$ cat config.mk
export PLATFORM = sky130hd
export DESIGN_NAME = score_display_driver
export DESIGN_NICKNAME = d
export VERILOG_FILES = /design/src/rtl/scoreboard_pkg.sv /design/src/rtl/seg7_decoder.sv /design/src/rtl/score_display_driver.sv
export SDC_FILE = /design/constraint.sdc
export NUM_CORES = 1
export LEC_CHECK = 0
export ABC_AREA = 1
export BUFFER_PORTS_ARGS = -buffer_cell sky130_fd_sc_hd__buf_2
export CAP_MARGIN = 40
export CORE_MARGIN = 3
export CORE_UTILIZATION = 40
export DETAILED_ROUTE_END_ITERATION = 16
export PLACE_DENSITY = 0.66
export SLEW_MARGIN = 20
export SYNTH_ARGS = -nofsm -noshare
export SYNTH_HDL_FRONTEND = slang
export SYNTH_SLANG_ARGS = --single-unit
$ cat constraint.sdc
create_clock -name clk_1mhz -period 6.66 [get_ports clk_1mhz]
set_clock_uncertainty 0.1 [all_clocks]
set_input_delay 1.332 -clock clk_1mhz [delete_from_list [all_inputs] [get_ports clk_1mhz]]
set_output_delay 1.332 -clock clk_1mhz [all_outputs]
set_load 0.03 [all_outputs]
$ cat src/rtl/scoreboard_pkg.sv
// Shared constants for the scoreboard display path.
// Holds the 7-segment patterns (active-high, bit order {g,f,e,d,c,b,a}),
// the BCD nibble width, the one-hot digit-select encodings and the score limits.
package scoreboard_pkg;

  localparam int unsigned BCD_W = 4;

  localparam logic [6:0] SEG_0     = 7'h3F;
  localparam logic [6:0] SEG_1     = 7'h06;
  localparam logic [6:0] SEG_2     = 7'h5B;
  localparam logic [6:0] SEG_3     = 7'h4F;
  localparam logic [6:0] SEG_4     = 7'h66;
  localparam logic [6:0] SEG_5     = 7'h6D;
  localparam logic [6:0] SEG_6     = 7'h7D;
  localparam logic [6:0] SEG_7     = 7'h07;
  localparam logic [6:0] SEG_8     = 7'h7F;
  localparam logic [6:0] SEG_9     = 7'h6F;
  localparam logic [6:0] SEG_BLANK = 7'h00;

  localparam logic [1:0] DIG_UNITS = 2'b01;
  localparam logic [1:0] DIG_TENS  = 2'b10;

  localparam logic [7:0] SCORE_MAX = 8'h99;
  localparam logic [7:0] SCORE_MIN = 8'h00;

endpackage

$ cat src/rtl/seg7_decoder.sv
// Combinational BCD digit to 7-segment pattern decoder.
// Ports:
//   bcd_i  - 4-bit BCD digit; codes 10..15 decode to blank
//   seg_o  - active-high segments {g,f,e,d,c,b,a}
module seg7_decoder
  import scoreboard_pkg::*;
(
  input  logic [BCD_W-1:0] bcd_i,
  output logic [6:0]       seg_o
);

  always_comb begin
    seg_o = SEG_BLANK;
    case (bcd_i)
      4'd0:    seg_o = SEG_0;
      4'd1:    seg_o = SEG_1;
      4'd2:    seg_o = SEG_2;
      4'd3:    seg_o = SEG_3;
      4'd4:    seg_o = SEG_4;
      4'd5:    seg_o = SEG_5;
      4'd6:    seg_o = SEG_6;
      4'd7:    seg_o = SEG_7;
      4'd8:    seg_o = SEG_8;
      4'd9:    seg_o = SEG_9;
      default: seg_o = SEG_BLANK;
    endcase
  end

endmodule

$ cat src/rtl/score_display_driver.sv
// Two-digit BCD score keeper with multiplexed 7-segment display drive.
// Steps saturate at 00 and 99; a step rejected at a limit blanks the display
// for FLASH_TICKS cycles. Digits alternate every REFRESH_TICKS cycles.
// Ports:
//   clk_1mhz    - system clock
//   rst_n       - synchronous active-low reset
//   count_up    - single-cycle increment pulse
//   count_down  - single-cycle decrement pulse
//   clear_i     - level, forces the score to 00
//   score_bcd   - registered score, [7:4] tens, [3:0] units
//   seg         - registered segments {g,f,e,d,c,b,a}, active-high
//   digit_sel   - registered one-hot digit enable (01 units, 10 tens)
//   flash_o     - high while the rejection blank is active
module score_display_driver
  import scoreboard_pkg::*;
#(
  parameter int unsigned REFRESH_TICKS = 5000,
  parameter int unsigned FLASH_TICKS   = 250000
) (
  input  logic       clk_1mhz,
  input  logic       rst_n,
  input  logic       count_up,
  input  logic       count_down,
  input  logic       clear_i,
  output logic [7:0] score_bcd,
  output logic [6:0] seg,
  output logic [1:0] digit_sel,
  output logic       flash_o
);

  localparam int unsigned RefW   = (REFRESH_TICKS > 1) ? $clog2(REFRESH_TICKS) : 1;
  localparam int unsigned FlashW = (FLASH_TICKS > 1) ? $clog2(FLASH_TICKS) : 1;
  localparam logic [RefW-1:0]   RefLast   = RefW'(REFRESH_TICKS - 1);
  localparam logic [FlashW-1:0] FlashLoad = FlashW'(FLASH_TICKS - 1);

  logic [7:0]        score_q, score_d;
  logic [FlashW-1:0] flash_cnt_q, flash_cnt_d;
  logic              flash_q, flash_d;
  logic [RefW-1:0]   ref_cnt_q, ref_cnt_d;
  logic [1:0]        digit_sel_q, digit_sel_d;
  logic [6:0]        seg_q, seg_d;

  logic [BCD_W-1:0]  tens, units, nibble;
  logic [6:0]        dec_seg;
  logic              trigger;

  assign tens  = score_q[7:4];
  assign units = score_q[3:0];

  // Score update in priority order; the score is only ever stepped as BCD.
  always_comb begin
    score_d = score_q;
    trigger = 1'b0;
    if (clear_i) begin
      score_d = SCORE_MIN;
    end else if (count_up && count_down) begin
      score_d = score_q;
    end else if (count_up) begin
      if (score_q == SCORE_MAX) begin
        trigger = 1'b1;
      end else if (units == 4'd9) begin
        score_d = {tens + 4'd1, 4'd0};
      end else begin
        score_d = {tens, units + 4'd1};
      end
    end else if (count_down) begin
      if (score_q == SCORE_MIN) begin
        trigger = 1'b1;
      end else if (units == 4'd0) begin
        score_d = {tens - 4'd1, 4'd9};
      end else begin
        score_d = {tens, units - 4'd1};
      end
    end
  end

  // Flash stays high until the cycle after the counter has reached zero,
  // giving exactly FLASH_TICKS high cycles; a new trigger simply reloads.
  always_comb begin
    flash_d     = flash_q;
    flash_cnt_d = flash_cnt_q;
    if (trigger) begin
      flash_d     = 1'b1;
      flash_cnt_d = FlashLoad;
    end else if (flash_q) begin
      if (flash_cnt_q == '0) begin
        flash_d = 1'b0;
      end else begin
        flash_cnt_d = flash_cnt_q - FlashW'(1);
      end
    end
  end

  always_comb begin
    ref_cnt_d   = ref_cnt_q + RefW'(1);
    digit_sel_d = digit_sel_q;
    if (ref_cnt_q == RefLast) begin
      ref_cnt_d   = '0;
      digit_sel_d = (digit_sel_q == DIG_UNITS) ? DIG_TENS : DIG_UNITS;
    end
  end

  // Decode against the next digit select so seg and digit_sel change together.
  assign nibble = (digit_sel_d == DIG_TENS) ? tens : units;

  seg7_decoder u_dec (
    .bcd_i (nibble),
    .seg_o (dec_seg)
  );

  always_comb begin
    seg_d = dec_seg;
    if (flash_q || ((digit_sel_d == DIG_TENS) && (tens == 4'd0))) begin
      seg_d = SEG_BLANK;
    end
  end

  always_ff @(posedge clk_1mhz) begin
    if (!rst_n) begin
      score_q     <= SCORE_MIN;
      flash_cnt_q <= '0;
      flash_q     <= 1'b0;
      ref_cnt_q   <= '0;
      digit_sel_q <= DIG_UNITS;
      seg_q       <= SEG_BLANK;
    end else begin
      score_q     <= score_d;
      flash_cnt_q <= flash_cnt_d;
      flash_q     <= flash_d;
      ref_cnt_q   <= ref_cnt_d;
      digit_sel_q <= digit_sel_d;
      seg_q       <= seg_d;
    end
  end

  assign score_bcd = score_q;
  assign seg       = seg_q;
  assign digit_sel = digit_sel_q;
  assign flash_o   = flash_q;

endmodule
Yosys cells after proc, flatten, opt, wreduce, memory -nomap -nowiden
Memory sizes are Yosys's and may differ from the RTL's. A register that Yosys moved wholly into a read port is not among the register bits.
Cells that the tools add are included.
Cells by class
  eq/ne operators: 9
  shifts and indexed selects: 0
  $add $sub $neg: 6
  reduce and logical (&&, ||, !) cells: 18
  divide/modulo/power cells: 0
  magnitude comparators: 0
  bitwise logic cells: 3
  $mul: 0
  multiplexer cells: 21
Operators with widths (count)
  18-bit 2-to-1 mux: 3
  8-bit 2-to-1 mux: 6
  18-bit logical NOT: 1
  18-bit by 1-bit subtractor with 18-bit output, second input constant: 1
  13-bit by 1-bit adder with 13-bit output, second input constant: 1
  13-bit == test, second input constant: 1
  1-bit 2-to-1 mux: 9
  4-bit by 1-bit adder with 4-bit output, second input constant: 2
  8-bit == test, second input constant: 1
  4-bit logical NOT: 2
  8-bit logical NOT: 1
  2-bit OR reduction: 4
  4-bit by 1-bit subtractor with 4-bit output, second input constant: 2
  2-bit inequality test, second input constant: 3
  6-bit AND reduction: 1
  2-bit nonzero test: 3
  4-bit == test, second input constant: 1
  2-bit 2-to-1 mux: 2
  4-bit 2-to-1 mux: 1
  2-bit AND reduction: 2
  4-bit AND reduction: 1
  1-bit NOT: 3
  2-bit by 1-bit == test with 1-bit output, second input constant: 1
  2-bit == test, second input constant: 1
  3 further kinds: 4
Storage, ports and cells
  latch bits: 0
  memories kept: 1
  output and inout port bits: 18
  bits in writable memories: 0
  memory bits (read-only): 112
  flip-flop bits (word level): 42
Memories
  (no name shown): depth 16, bits a word 7, read ports 1, clocked after memory_dff 1, write ports 0, line seg7_decoder.sv:14  | case (bcd_i)

Depth between registers and ports, before layout
  depth after elaboration: 8
  depth in mapped cells: 16
  depth with buffers taken out: 16

Modules after synthesis
A second synthesis with hierarchy kept.
Unflattened totals
  cell total of the unflattened synthesis: 451
  area, all modules: 3020.4 um2
Modules (own cells, without submodules)
  score_display_driver: area an instance 2810.2 um2, cells an instance 412, sequential area each 980.9 um2, times used 1
  seg7_decoder: area an instance 210.2 um2, cells an instance 39, sequential area each 0.0 um2, times used 1

Least setup slack after synthesis
Ideal clock, no wire load.
  path kind: input to register
  start: input count_up
  end: register flash_cnt_q[0]
  stages: 11
  data required time: 6447 ps
  arrival time: 2320 ps
  buffers on the path: 2
  path slack: 4127 ps
  cell sequence: buf_2 -> inv_2 -> nand3_2 -> inv_2 -> nand3_1 -> nand2_1 -> nand2_1 -> buf_2 -> o21ai_1 -> o21ai_1 -> inv_1
On the way
  longest elaborated chain between the ends: 5
  elaborated cells between the ends (all ways): 8
  classes of those cells: eq/ne: 1; mux: 4; reduce/logical: 3
Ends and longest elaborated chain
  start: declaration: line score_display_driver.sv:22  | input logic count_up,
  1-bit 2-to-1 mux / 1-bit logical AND (equally long branches): line score_display_driver.sv:58, score_display_driver.sv:56
  1-bit 2-to-1 mux (*): line score_display_driver.sv:56  | end else if (count_up && count_down) begin
  1-bit 2-to-1 mux (*): line score_display_driver.sv:54  | if (clear_i) begin
  2-bit inequality test (no source line) / 2-bit nonzero test (equally long branches)
  2-bit AND reduction (no source line)
  end signal: assignment: line score_display_driver.sv:128  | flash_cnt_q <= flash_cnt_d;
  end: declaration: line score_display_driver.sv:37  | logic [FlashW-1:0] flash_cnt_q, flash_cnt_d;
Mark *: on every way between the ends. The rest lies on a longest branch, timed or not.
A chain may end at the register's enable or synchronous reset.

Worst setup path in the final report
  start: input count_up
  end: register flash_cnt_q[6]
On the way
  longest elaborated chain between the ends: 4
  elaborated cells between the ends (all ways): 5
  classes of those cells: mux: 3; reduce/logical: 2
Ends and longest elaborated chain (line)
  1-bit 2-to-1 mux / 1-bit logical AND (equally long branches): score_display_driver.sv:58, score_display_driver.sv:56
  1-bit 2-to-1 mux (*): score_display_driver.sv:56
  1-bit 2-to-1 mux (*): score_display_driver.sv:54
  2-bit OR reduction (no source line) (*)
Marks and branches as above.

==> results.txt <==
clk slew on worst S/H paths - 90 ps
Num CTS Buffers - 5
Register Area - 981 sq um
wirelength, routed - 6010 um
compound-cell area share of the yosys netlist - 0.128
adder-cell share of the synthesized area - 0.0551
RR Endpoint - seg[3]
share of cells above drive strength 1 - 0.178
post-synthesis mux area share - 0
Setup crit start kind - input port
diodes inserted - 0
fin crit share - 0.414
Setup violations, final - 0
sequential area share after synthesis - 0.332
worst skew pair latency - 310 ps
Max FO, Critical Path - 12
Post-Synth XOR/XNOR Area - 0.0297
slew of the pin with the lowest slew margin - 501 ps
first-pass GRT wire length - 10700 um
Yosys reg bits - 49
Reg2Reg Depth - 14
initial DRC count - 107
Hold Path Stages - 1
final setup TNS - 0 ps
Synth top cells by count - 88 x nand2_1, 53 x nor2_1, 49 x dfxtp_1
Layout fillers - 752
CTS Root Cell - clkbuf_8
Post-CTS Repair Setup Buffers - 0
GR Util All Layers - 0.152
Worst R2R Setup Slack - 4160 ps
First-pass DRT Iterations - 4
synth-to-layout area growth - 9.62%
critical path's largest stage delay - 380 ps
post-synth top area cell - dfxtp_1
most common flop cell mapped by yosys - dfxtp_1
synth top area cells - dfxtp_1 33%, nand2_1 11%, nor2_1 6.7%
CP Class - in -> reg
# IOs - 23
post-synthesis average cell area - 7.03 sq um
CP top delay family - simple AND/OR/NAND/NOR gates
Synth Net Count - 438
# rows - 30
I/O Buffers - 22
reg2reg start - ref_cnt_q[0]
Vias/cell - 4.80
HPWL Detailed - 4640 um
Yosys cell types - 38
Worst path most repeated cell - nand2_1
yosys warns - 0
Synth Cell Area - 0.00295 sq mm
largest family of logic cells by synthesized area - simple AND/OR/NAND/NOR gates
status - finished clean
max-slew violation count - 0
crit path buf inv count - 3
DR vias - 2592
maxcap violations - 0
CTS tree - yes
met2 Resource Use GR - 0.257
CP arrival - 2910 ps
Routability Congestion - 0.898
DRC Markers - 0
nets - 462
critical path required time - 6810 ps
Worst Hold End - ref_cnt_q[0]
CTS Sinks - 49
cell count after synthesis - 420
Post-synth EDFFs - 0
RSZ-0062 raised after global routing - no
CP Capture Type - flop
Worst path slowest cell - nand2_1
Power Density - 216 mW/mm^2
DIE HEIGHT - 91.9 um
Post-Synth Simple-Gate Area - 0.362
post-route ant nets - 0
asr flop ratio synth - 0
Clock Tree Buf Depth - 2
crit-path cells - buf_2 -> inv_2 -> nand3_2 -> inv_2 -> nand3_1 -> nand2_1 -> nand2_1 -> nand2_1 -> a21oi_1 -> o21a_1
endpoints failing hold - 0
P_leak - 1.51 nW
area of the multi-input gates - 0.00170 sq mm
Die ar. - 0.00845 sq mm
top-area cell type share of the netlist area - 0.332
Hold WC Path Type - reg -> reg
wire length per cell - 11.1 um
count leader, synth - nand2_1
final total power - 699 uW
met3 Use GR - 0.0312
grt total ovfl - 0
min Tclk post-route - 2760 ps
post_cts resized - 0
initial antenna violation count - 0
fmax - 363 MHz
met1 Use GR - 0.190
core area - 0.00698 sq mm
CTS H-tree depth - 2
vias in the first global route - 2461
Hold Startpoint - ref_cnt_q[0]
largest net degree at the start of global routing - 15
Initial Util - 0.423
hold_buf cts - 0
Top Usage Layer GRT - met2
maximum vdd drop - 0.0000855 V
DIE WIDTH - 91.9 um
relative max-transition margin - 0.665
==> cells by family after synthesis <==
family / Yosys count
buffers and inverters: 68
flip-flops: 49
adder cells (fa/ha/maj): 13
XOR/XNOR: 10
AND/OR/NAND/NOR: 217
AO/OA/AOI/OAI: 63
==> cell type report <==
| cell class | instances | area share |
|---|---|---|
| multi-input combinational | 303 | 0.524 |
| sequential | 49 | 0.303 |
| inverter | 63 | 0.0735 |
| tap | 96 | 0.0371 |
| timing repair buffer | 22 | 0.0340 |
| clock buffer | 6 | 0.0255 |
| clock inverter | 1 | 0.00232 |
==> flip-flops by register name, summed over array words and instances (netlist names) <==
| register | count |
|---|---|
| digit_sel | 2 |
| flash_cnt_q | 18 |
| flash_o | 1 |
| ref_cnt_q | 13 |
| score_bcd | 8 |
| seg | 7 |
==> layout by cell type (no fill, tap or decap), types with 4 or more instances in the layout <==
| cell | netlist | routed |
|---|---|---|
| nand2_1 | 88 | 88 |
| nor2_1 | 53 | 53 |
| dfxtp_1 | 49 | 49 |
| inv_1 | 48 | 48 |
| a21oi_1 | 24 | 24 |
| nand3_1 | 23 | 23 |
| buf_2 | 2 | 22 |
| inv_2 | 14 | 14 |
| o21ai_1 | 13 | 13 |
| ha_1 | 13 | 13 |
| o21ai_0 | 11 | 11 |
| nand2_2 | 10 | 10 |
| xor2_1 | 10 | 10 |
| nand4_1 | 9 | 9 |
| nor3_1 | 9 | 9 |
| clkbuf_8 | 0 | 6 |
| o211ai_2 | 4 | 4 |
==> through the flow <==
step,cell area [sq um],setup slack [ps],hold WS [ps],utilization,std cells
3_3_place_gp,3150,3670,326,0.451,533
6_report,3240,3900,364,0.463,540
4_1_cts,3240,3920,364,0.463,540
3_5_place_dp,3150,3610,342,0.451,533
5_1_grt,3240,3720,396,0.463,540
2_1_floorplan,2950,4130,318,-,420
==> worst register-to-register path, delay by kind of cell, from the launching register on <==
| kind | cells | cell delay, ps |
|---|---|---|
| buffers and inverters | 1 | 100 |
| AND/OR/NAND/NOR | 9 | 1000 |
| adder cells (fa/ha/maj) | 2 | 510 |
| flip-flops | 1 | 370 |
| AO/OA/AOI/OAI | 2 | 360 |
==> worst max path at each step <==
| stage | start | endpoint | slack [ps] | cells past startpoint |
|---|---|---|---|---|
| after floorplan | count_up | flash_cnt_q[0] | 4130 | 11 |
| after global placement | count_up | flash_cnt_q[6] | 3670 | 10 |
| after detailed placement | count_up | flash_cnt_q[6] | 3610 | 10 |
| after CTS | count_up | flash_cnt_q[6] | 3920 | 10 |
| after global routing | count_up | flash_cnt_q[6] | 3720 | 10 |
| final | count_up | flash_cnt_q[6] | 3900 | 10 |
==> metal layers <==
metal,vias to the layer above,wire (um)
met1,1144,2990
met2,36,2760
li1,1404,-
met3,8,171
met4,0,95
met5,-,0
==> report_power, final <==
group / switching, mW / internal (mW) / total, mW
combinational: 0.128 / 0.0650 / 0.193
sequential: 0.0146 / 0.310 / 0.325
clock: 0.0991 / 0.0823 / 0.181
(Power assumes the default switching activity.)
